## config.mk

```make
export PLATFORM = sky130hd
export DESIGN_NAME = hsv_core_branch_pipe
export DESIGN_NICKNAME = d
export VERILOG_FILES = /design/src/rtl/hsv_core_branch_pipe.sv
export SDC_FILE = /design/constraint.sdc
export NUM_CORES = 1
export LEC_CHECK = 0
export CORE_UTILIZATION = 52
export DETAILED_ROUTE_END_ITERATION = 6
export PLACE_DENSITY = 0.83
export REMOVE_ABC_BUFFERS = 1
export SYNTH_ARGS = -nofsm -noshare
export SYNTH_HDL_FRONTEND = slang
export SYNTH_SLANG_ARGS = --single-unit
```

## constraint.sdc

```tcl
create_clock -name clk_core -period 6.7 [get_ports clk_core]
set_input_delay 1.34 -clock clk_core [delete_from_list [all_inputs] [get_ports clk_core]]
set_output_delay 1.34 -clock clk_core [all_outputs]
set_load 0.01 [all_outputs]
```

## src/rtl/hsv_core_branch_pipe.sv

```systemverilog
// Branch/jump resolution pipeline.
// Stage 1 resolves the branch condition and computes the target, stage 2
// forms the commit fields (next PC, link value, mispredict, misalignment),
// and a small in-order FIFO decouples the pipe from the commit handshake.
// Input acceptance is credit based: a beat is only taken when the FIFO is
// guaranteed to have room for it and everything already in the stages.
module hsv_core_branch_pipe #(
   parameter int XLEN   = 32,
   parameter int TAG_W  = 6,
   parameter int DEPTH  = 4,
   parameter int ALIGN4 = 1
) (
   input  logic             clk_core,
   input  logic             rst_core,
   input  logic             flush_req,
   output logic             flush_ack,
   input  logic             valid_i,
   output logic             ready_o,
   input  logic [2:0]       in_op,
   input  logic [XLEN-1:0]  in_pc,
   input  logic [XLEN-1:0]  in_rs1,
   input  logic [XLEN-1:0]  in_rs2,
   input  logic [XLEN-1:0]  in_imm,
   input  logic [TAG_W-1:0] in_tag,
   input  logic             in_pred_taken,
   output logic             valid_o,
   input  logic             ready_i,
   output logic [TAG_W-1:0] out_tag,
   output logic [XLEN-1:0]  out_link,
   output logic [XLEN-1:0]  out_next_pc,
   output logic             out_mispredict,
   output logic             out_exc_misaligned
);

   localparam logic [2:0] OP_BEQ  = 3'd0;
   localparam logic [2:0] OP_BNE  = 3'd1;
   localparam logic [2:0] OP_JAL  = 3'd2;
   localparam logic [2:0] OP_JALR = 3'd3;
   localparam logic [2:0] OP_BLT  = 3'd4;
   localparam logic [2:0] OP_BGE  = 3'd5;
   localparam logic [2:0] OP_BLTU = 3'd6;
   localparam logic [2:0] OP_BGEU = 3'd7;

   localparam int PTR_W = $clog2(DEPTH);
   localparam int CNT_W = PTR_W + 2;
   localparam int ENT_W = TAG_W + 2 * XLEN + 2;

   // ---------------- input handshake ----------------
   logic             accept;
   logic [PTR_W:0]   fifo_count_reg;
   logic [PTR_W:0]   fifo_count_next;
   logic             s1_valid_reg;
   logic             s2_valid_reg;
   logic [CNT_W-1:0] in_flight;

   // Count every beat that will eventually land in the FIFO; ignoring pops
   // keeps this conservative so a push can never find the FIFO full.
   assign in_flight = CNT_W'(fifo_count_reg) + CNT_W'(s1_valid_reg) + CNT_W'(s2_valid_reg);
   assign ready_o   = !rst_core && !flush_req && (in_flight < CNT_W'(DEPTH));
   assign accept    = valid_i && ready_o;

   // ---------------- stage 1: condition and target ----------------
   logic            cond_taken;
   logic [XLEN-1:0] sum_pc_imm;
   logic [XLEN-1:0] sum_rs1_imm;
   logic [XLEN-1:0] target_calc;

   assign sum_pc_imm  = in_pc + in_imm;
   assign sum_rs1_imm = in_rs1 + in_imm;
   // JALR targets drop bit 0 so they are always at least halfword aligned.
   assign target_calc = (in_op == OP_JALR) ? {sum_rs1_imm[XLEN-1:1], 1'b0} : sum_pc_imm;

   // Decode the branch condition from the operands.
   always_comb begin
      cond_taken = 1'b0;
      case (in_op)
         OP_BEQ:  cond_taken = (in_rs1 == in_rs2);
         OP_BNE:  cond_taken = (in_rs1 != in_rs2);
         OP_JAL:  cond_taken = 1'b1;
         OP_JALR: cond_taken = 1'b1;
         OP_BLT:  cond_taken = ($signed(in_rs1) <  $signed(in_rs2));
         OP_BGE:  cond_taken = ($signed(in_rs1) >= $signed(in_rs2));
         OP_BLTU: cond_taken = (in_rs1 <  in_rs2);
         OP_BGEU: cond_taken = (in_rs1 >= in_rs2);
         default: cond_taken = 1'b0;
      endcase
   end

   logic             s1_taken_reg;
   logic [XLEN-1:0]  s1_target_reg;
   logic [XLEN-1:0]  s1_pc_reg;
   logic             s1_is_jump_reg;
   logic [TAG_W-1:0] s1_tag_reg;
   logic             s1_pred_reg;

   // Stage 1 register: valid is cleared by reset/flush, payload loads on accept.
   always_ff @(posedge clk_core) begin
      if (rst_core || flush_req) begin
         s1_valid_reg <= 1'b0;
      end else begin
         s1_valid_reg <= accept;
      end
      if (accept) begin
         s1_taken_reg   <= cond_taken;
         s1_target_reg  <= target_calc;
         s1_pc_reg      <= in_pc;
         s1_is_jump_reg <= (in_op == OP_JAL) || (in_op == OP_JALR);
         s1_tag_reg     <= in_tag;
         s1_pred_reg    <= in_pred_taken;
      end
   end

   // ---------------- stage 2: commit fields ----------------
   logic [XLEN-1:0] seq_pc;
   logic [XLEN-1:0] next_pc_calc;
   logic [XLEN-1:0] link_calc;
   logic            exc_calc;
   logic            mispredict_calc;

   assign seq_pc       = s1_pc_reg + XLEN'(4);
   assign next_pc_calc = s1_taken_reg ? s1_target_reg : seq_pc;
   assign link_calc    = s1_is_jump_reg ? seq_pc : '0;
   assign exc_calc     = s1_taken_reg && ((ALIGN4 != 0) ? s1_target_reg[1] : s1_target_reg[0]);
   // A misaligned target traps instead of redirecting, so it never mispredicts.
   assign mispredict_calc = !exc_calc && (s1_taken_reg != s1_pred_reg);

   logic [TAG_W-1:0] s2_tag_reg;
   logic [XLEN-1:0]  s2_link_reg;
   logic [XLEN-1:0]  s2_next_pc_reg;
   logic             s2_mispredict_reg;
   logic             s2_exc_reg;

   // Stage 2 register: always advances from stage 1.
   always_ff @(posedge clk_core) begin
      if (rst_core || flush_req) begin
         s2_valid_reg <= 1'b0;
      end else begin
         s2_valid_reg <= s1_valid_reg;
      end
      if (s1_valid_reg) begin
         s2_tag_reg        <= s1_tag_reg;
         s2_link_reg       <= link_calc;
         s2_next_pc_reg    <= next_pc_calc;
         s2_mispredict_reg <= mispredict_calc;
         s2_exc_reg        <= exc_calc;
      end
   end

   // ---------------- output FIFO ----------------
   logic [ENT_W-1:0] fifo_mem [DEPTH];
   logic [PTR_W-1:0] wr_ptr_reg;
   logic [PTR_W-1:0] rd_ptr_reg;
   logic             push;
   logic             pop;
   logic [ENT_W-1:0] head;

   assign push    = s2_valid_reg;
   assign valid_o = (fifo_count_reg != '0);
   assign pop     = valid_o && ready_i;

   // Occupancy update; push and pop together leave the count unchanged.
   always_comb begin
      fifo_count_next = fifo_count_reg;
      case ({push, pop})
         2'b10:   fifo_count_next = fifo_count_reg + (PTR_W + 1)'(1);
         2'b01:   fifo_count_next = fifo_count_reg - (PTR_W + 1)'(1);
         default: fifo_count_next = fifo_count_reg;
      endcase
   end

   // Pointer and count state; power-of-two depth lets pointers wrap naturally.
   always_ff @(posedge clk_core) begin
      if (rst_core || flush_req) begin
         wr_ptr_reg     <= '0;
         rd_ptr_reg     <= '0;
         fifo_count_reg <= '0;
      end else begin
         if (push) wr_ptr_reg <= wr_ptr_reg + PTR_W'(1);
         if (pop)  rd_ptr_reg <= rd_ptr_reg + PTR_W'(1);
         fifo_count_reg <= fifo_count_next;
      end
   end

   // Storage write; the head entry is never overwritten while it is presented.
   always_ff @(posedge clk_core) begin
      if (push) begin
         fifo_mem[wr_ptr_reg] <= {s2_tag_reg, s2_link_reg, s2_next_pc_reg,
                                  s2_mispredict_reg, s2_exc_reg};
      end
   end

   assign head = fifo_mem[rd_ptr_reg];
   assign {out_tag, out_link, out_next_pc, out_mispredict, out_exc_misaligned} = head;

   // ---------------- flush acknowledge ----------------
   logic flush_ack_reg;

   // Acknowledge one cycle after the flush request; held high through reset.
   always_ff @(posedge clk_core) begin
      if (rst_core) begin
         flush_ack_reg <= 1'b1;
      end else begin
         flush_ack_reg <= flush_req;
      end
   end

   assign flush_ack = flush_ack_reg;

endmodule

```

==> results by group, run 1 <==
Route
  – Post-route ant nets: 0
  – DR DRC count: 0
  – DR pass1 iterations: 6
  – Detailed Route WL: 44.49 mm
  – Starting DRC count in detailed routing: 921
  – DR vias: 12085
  – Via density: 5.692
  – WL/cell: 20.96 um

Critical path
  – Reg-to-Reg End: s1_target_reg[12]
  – Critical Path Start: flush_req
  – WS Path Type: input port to output pin
  – Worst path slowest cell: clkdlybuf4s50_1
  – Crit. End Element: output pin
  – Reg2Reg Depth: 6
  – Reg2Reg Launch Point: push
  – CP Max Fanout: 11
  – Worst-path cell chain: clkdlybuf4s50_1 > or2_2 > nor3_1 > clkdlybuf4s50_1
  – Slowest stage delay, CP: 0.63 ns
  – Required time worst endpoint: 5.36 ns
  – Startpoint Class: input port
  – Reg2Reg Setup Slack: 3.76 ns
  – Most frequent CP cell: clkdlybuf4s50_1
  – Crit path DAT: 3.13 ns

Timing
  – RSZ-0062 raised after global routing: false
  – Hold Vio Cnt, Final: 0
  – Setup TNS Final: 0 ns
  – WHS: 0.4187 ns
  – Worst Max-Slew Pin Slew: 0.9442 ns
  – Normalized max-slew margin: 36.90%
  – Period utilization: 66.69%
  – Max Slew Vio Count: 0
  – Clock Skew: 0.01750 ns
  – Final min period: 4.468 ns
  – Max Freq: 223.8 MHz
  – Final setup violation count: 0

Clock tree
  – Root Buffer Master: clkbuf_16
  – CTS H-tree depth: 2
  – Postcts setup bufs: 0
  – TritonCTS Buffers: 42
  – CTS tree: yes
  – Post_cts resized: 0
  – Clk buf depth: 3
  – CTS sink count: 445
  – Reg clk slew, reported paths: 0.06 ns
  – Hold_buf cts: 0
  – Clk_lat worst skew: 0.55 ns

Floorplan
  – Starting Density: 52.86%
  – CORE AREA: 0.03883 sq mm
  – Die ar.: 0.04026 sq mm
  – Die Y-Extent: 200.7 um
  – Die Width: 200.7 um
  – I/O pin total: 218
  – Row count: 72

Worst hold path
  – Hold_sp: s1_tag_reg[3]
  – Worst hold path class: flip-flop to flip-flop
  – Worst Hold Depth: 0
  – WHS Endpoint: s2_tag_reg[3]

Logic synthesis
  – Post-synth EDFFs: 433
  – Post-Syn Area: 0.02052 sq mm
  – Synth cell types: 59
  – Post-Syn Instances: 1331
  – Post-synthesis register bit count: 445
  – Ys async rst share: 0%
  – Synthesized area per cell: 15.42 sq um
  – Synth warnings: 0
  – Seq/Total Area, Yosys: 64.53%
  – Most used flip-flop cell after synthesis: edfxtp_1

Layout
  – Most flops, register: fifo_mem
  – Flip-flop count of the largest register after layout: 288
  – Final nets: 1815
  – Filler cell count: 2734
  – Leading cell type in the layout, fill and taps excluded: edfxtp_1
  – Most frequent cells in the layout: edfxtp_1, clkdlybuf4s50_1, ha_1, a21oi_1, mux4_2
  – Syn-to-layout area delta: 20.42%
  – Share of cells above drive strength 1: 12.24%

Status
  – Status: finished clean

Placement
  – Post-DP HPWL: 30.91 mm
  – PortBufs: 217
  – Gp weighted congestion: 0.9024

Pwr
  – Pwr Density: 244.4 mW/mm^2
  – Peak VDD IR: 205.3 uV
  – Leakage: 8.613 nW

Global routing
  – Initial antenna violation count: 4
  – Grt total ovfl: 0
  – Number of global-route vias before repair: 12116
  – Gr usage total: 22.18%
  – First-pass GRT wire length: 68.26 mm
  – Largest net degree at the start of global routing: 57

Flow run
  – Max-cap violations: 0
==> worst max-delay path by stage <==
stage                         end  slack (ns)  cells past startpoint
2_1_floorplan  out_exc_misaligned        1.63                      1
3_3_place_gp    s1_target_reg[30]        2.05                     12
3_5_place_dp    s1_target_reg[26]        2.01                     14
4_1_cts                   ready_o        2.23                      4
5_1_grt                   ready_o        2.08                      4
6_report                  ready_o        2.23                      4
==> synth_stat cells (3+ instances only) <==
cell type / count / area share (%)
and2_1: 43 / 1.3
fa_1: 3 / 0.29
dfxtp_1: 12 / 1.2
nand2b_1: 10 / 0.30
o211ai_1: 5 / 0.18
o21a_1: 9 / 0.33
mux2_2: 32 / 1.8
or3_1: 6 / 0.18
a21o_1: 39 / 1.4
a21oi_1: 72 / 1.8
nand2_1: 65 / 1.2
and3_1: 14 / 0.43
xor2_1: 34 / 1.5
ha_1: 100 / 6.1
o31a_1: 3 / 0.13
inv_1: 53 / 0.97
nor4_1: 3 / 0.091
clkbuf_1: 26 / 0.48
nor2_1: 53 / 0.97
o21ai_0: 53 / 1.3
xnor2_1: 50 / 2.1
nand3_1: 20 / 0.49
o21bai_1: 6 / 0.22
nor2b_1: 16 / 0.49
nor3_1: 12 / 0.29
mux2i_1: 7 / 0.34
nand4_1: 15 / 0.46
edfxtp_1: 433 / 63
buf_1: 9 / 0.16
a31oi_1: 4 / 0.12
mux4_2: 72 / 7.9
a211oi_1: 8 / 0.29
o31ai_1: 9 / 0.33
==> power breakdown <==
group	leakage [nW]	internal, mW	switching, mW
registers	4.03	3.09	0.0266
logic	3.91	0.279	0.296
clock network	0.676	1.37	0.985
total	8.61	4.73	1.31
==> cells by family after synthesis <==
logic type	Yosys count	synth area share [%]
xor+xnor	84	3.585
flops	445	64.53
buf+inv	88	1.610
fa+ha+maj	103	6.389
compound gates	237	7.463
simple gates	263	6.426
mux	111	9.999
==> worst max-delay path: cells and delay by family <==
kind / cells / cell delay (ns)
buf+inv: 2 / 1.04
simple gates: 2 / 0.76
==> final cells by class <==
class | instances | area [sq um] | area share, %
diodes | 4 | 10.01 | 0.04050
clock buffers | 55 | 1141 | 4.617
clock inverters | 21 | 236.5 | 0.9569
inverters | 53 | 198.9 | 0.8050
multi-input cells | 798 | 6962 | 28.17
flip-flops and latches | 445 | 13250 | 53.63
well taps | 518 | 648.1 | 2.623
repair buffers | 229 | 2262 | 9.154
==> layer usage <==
layer | track usage [%] | share of wire [%] | wire, um
met5 | 0 | 0 | 0
met4 | 7.988 | 2.9 | 1277
met3 | 2.630 | 5.9 | 2606
met2 | 36.37 | 48 | 21430
met1 | 30.81 | 43 | 19180
==> metrics by stage <==
stage	total power, mW	utilization (%)	setup WS, ns	instance area, sq um	instances
after detailed placement	3.735	60.07	2.007	23320	2043
after global routing	6.249	63.65	2.076	24710	2123
after floorplan	3.519	-	1.626	20390	1296
after global placement	3.718	60.07	2.050	23320	2043
final	6.039	63.65	2.232	24710	2123
after CTS	6.080	63.62	2.235	24700	2119
(Power assumes the default switching activity.)
==> run 2, diff against run 1 <==
- PLACE_DENSITY: 0.83 -> 0.86
- clock period: 6.7 -> 3.8 ns (I/O delays scaled with it)
==> run 2 against run 1 <==
Net effect: setup slack worse by 1.9 ns; critical endpoint is now s1_target_reg[29]; via count up 1.4%; non-clock buffer count up 57; final area up 1.5%; wire length up 1.8%; sequential cell count unchanged; first-iteration DRC count down 9.9%; highest routed layer unchanged; largest cell class unchanged.
==> results by group, run 2 (synthesis results as in run 1) <==
Critical path
  – Reg2Reg Setup Slack: 1.17 ns
  – Required time worst endpoint: 4.07 ns
  – CP Max Fanout: 4
  – Reg2Reg Depth: 6
  – Reg2Reg Launch Point: push
  – Worst-path cell chain: clkdlybuf4s50_1 > ha_1 > a211oi_2 > nor2_1 > o31a_1 > a221o_1 > o31a_1 > a21oi_2 > o211ai_1 > a41oi_2 > xor2_1 > mux2i_1
  – Startpoint Class: input port
  – Worst path slowest cell: clkdlybuf4s50_1
  – Slowest stage delay, CP: 0.46 ns
  – Crit path DAT: 3.75 ns
  – Reg-to-Reg End: s1_target_reg[31]
  – Crit. End Element: flip-flop
  – WS Path Type: input port to flip-flop
  – Most frequent CP cell: o31a_1

Clock tree
  – Hold_buf cts: 0
  – Clk_lat worst skew: 0.54 ns
  – CTS H-tree depth: 2
  – Reg clk slew, reported paths: 0.06 ns
  – CTS tree: yes
  – Post_cts resized: 0
  – TritonCTS Buffers: 41
  – Clk buf depth: 3
  – Root Buffer Master: clkbuf_16
  – Postcts setup bufs: 0
  – CTS sink count: 445

Worst hold path
  – Worst hold path class: flip-flop to flip-flop
  – Worst Hold Depth: 0
  – Hold_sp: s1_tag_reg[4]
  – WHS Endpoint: s2_tag_reg[4]

Floorplan
  – CORE AREA: 0.03883 sq mm
  – I/O pin total: 218
  – Starting Density: 52.86%
  – Row count: 72
  – Die Width: 200.7 um
  – Die ar.: 0.04026 sq mm
  – Die Y-Extent: 200.7 um

Timing
  – Clock Skew: 0.01892 ns
  – RSZ-0062 raised after global routing: false
  – Max Freq: 287.3 MHz
  – Max Slew Vio Count: 0
  – PnR worst setup slack: 0.3187 ns
  – Final min period: 3.481 ns
  – Final setup violation count: 0
  – Period utilization: 91.61%
  – Worst Max-Slew Pin Slew: 1.085 ns
  – Normalized max-slew margin: 27.68%
  – Hold Vio Cnt, Final: 0

Placement
  – Post-place setup slack: -0.1956 ns
  – Gp weighted congestion: 0.8768
  – Post-DP HPWL: 31.82 mm
  – PortBufs: 217

Global routing
  – Grt total ovfl: 0
  – GRT Max-Usage Layer: met2
  – Initial antenna violation count: 3
  – Largest net degree at the start of global routing: 69
  – Met1 GRT Util: 31.01%
  – Met3 usage: 2.760%
  – Number of global-route vias before repair: 12299
  – Gr usage total: 22.62%
  – Met2 Use GR: 37.56%
  – First-pass GRT wire length: 69.49 mm

Pwr
  – Leakage: 8.857 nW
  – Peak VDD IR: 338.9 uV
  – Pwr Density: 417.0 mW/mm^2

Layout
  – Flip-flop count of the largest register after layout: 288
  – Most frequent cells in the layout: edfxtp_1, clkdlybuf4s50_1, ha_1, a21oi_1, mux4_2
  – Most flops, register: fifo_mem
  – Core Util, Final: 64.60%
  – Syn-to-layout area delta: 22.22%
  – Final nets: 1871
  – Share of cells above drive strength 1: 14.98%
  – Leading cell type in the layout, fill and taps excluded: edfxtp_1

Route
  – DR pass1 iterations: 5
  – DR DRC count: 0
  – Post-route ant nets: 0
  – WL/cell: 20.80 um
  – Detailed Route WL: 45.27 mm
  – Via density: 5.629
  – DR vias: 12255
  – Starting DRC count in detailed routing: 830

Flow run
  – Max-cap violations: 0

Status
  – Status: finished clean
==> run 2: cell types whose count changed in the layout (fill, tap and decap cells not counted), moves of 2 or more <==
cell / delta
buf_4: +53
clkinv_1: +7
buf_12: +4
clkbuf_1: -4
bufinv_16: -2
clkbuf_8: -2
==> run 2: critical path, delay by kind of cell <==
kind | cells | cell delay (ns)
multiplexers | 1 | 0.08
XOR/XNOR | 1 | 0.15
buffers and inverters | 1 | 0.46
AND/OR/NAND/NOR | 1 | 0.11
AO/OA/AOI/OAI | 7 | 1.85
adder cells (fa/ha/maj) | 1 | 0.35
==> run 2: power by group <==
part           switching (mW)  total [mW]  internal [mW]
registers              0.0436        5.48           5.44
clock network            1.69        3.89           2.20
logic                   0.537        1.08          0.543
total                    2.28        10.5           8.18
==> run 2: area by class of cell <==
cell class | count | area [sq um]
timing repair buffer | 286 | 2740
inverter | 53 | 198.9
multi-input combinational | 798 | 6962
clock inverter | 25 | 172.7
sequential | 445 | 13250
tap | 518 | 648.1
antenna | 3 | 7.507
fill | 2687 | 13750
clock buffer | 49 | 1099
==> run 2: per-stage QoR <==
| step | hold WS [ns] | std cells | TNS [ns] | total power [mW] | cell area, sq um |
|---|---|---|---|---|---|
| floorplan | 0.4003 | 1296 | -72.64 | 6.205 | 20390 |
| global placement | 0.4042 | 2100 | -0.7325 | 6.631 | 23800 |
| detailed placement | 0.4080 | 2100 | -1.524 | 6.654 | 23800 |
| CTS | 0.4217 | 2174 | 0 | 10.52 | 25070 |
| global route | 0.4227 | 2177 | 0 | 10.82 | 25080 |
| finish | 0.4198 | 2177 | 0 | 10.46 | 25080 |
==> run 2: worst max-delay path by stage <==
| stage | endpoint | cells after the start | slack, ns | from |
|---|---|---|---|---|
| after floorplan | out_exc_misaligned | 1 | -0.69 | flip-flop |
| after global placement | s1_target_reg[29] | 12 | -0.13 | in_pc[1] |
| after detailed placement | s1_target_reg[26] | 14 | -0.20 | in_pc[0] |
| after CTS | s1_target_reg[29] | 12 | 0.35 | in_pc[1] |
| after global routing | s1_target_reg[26] | 14 | 0.05 | in_imm[0] |
| final | s1_target_reg[29] | 12 | 0.32 | in_pc[1] |
==> run 2: routing by layer <==
layer | wire length, um | share of wire [%] | vias to the layer above
met5 | 0 | 0 | -
met4 | 1268 | 2.8 | 0
met3 | 2225 | 4.9 | 73
met2 | 22000 | 49 | 432
met1 | 19780 | 44 | 5987
li1 | - | - | 5763
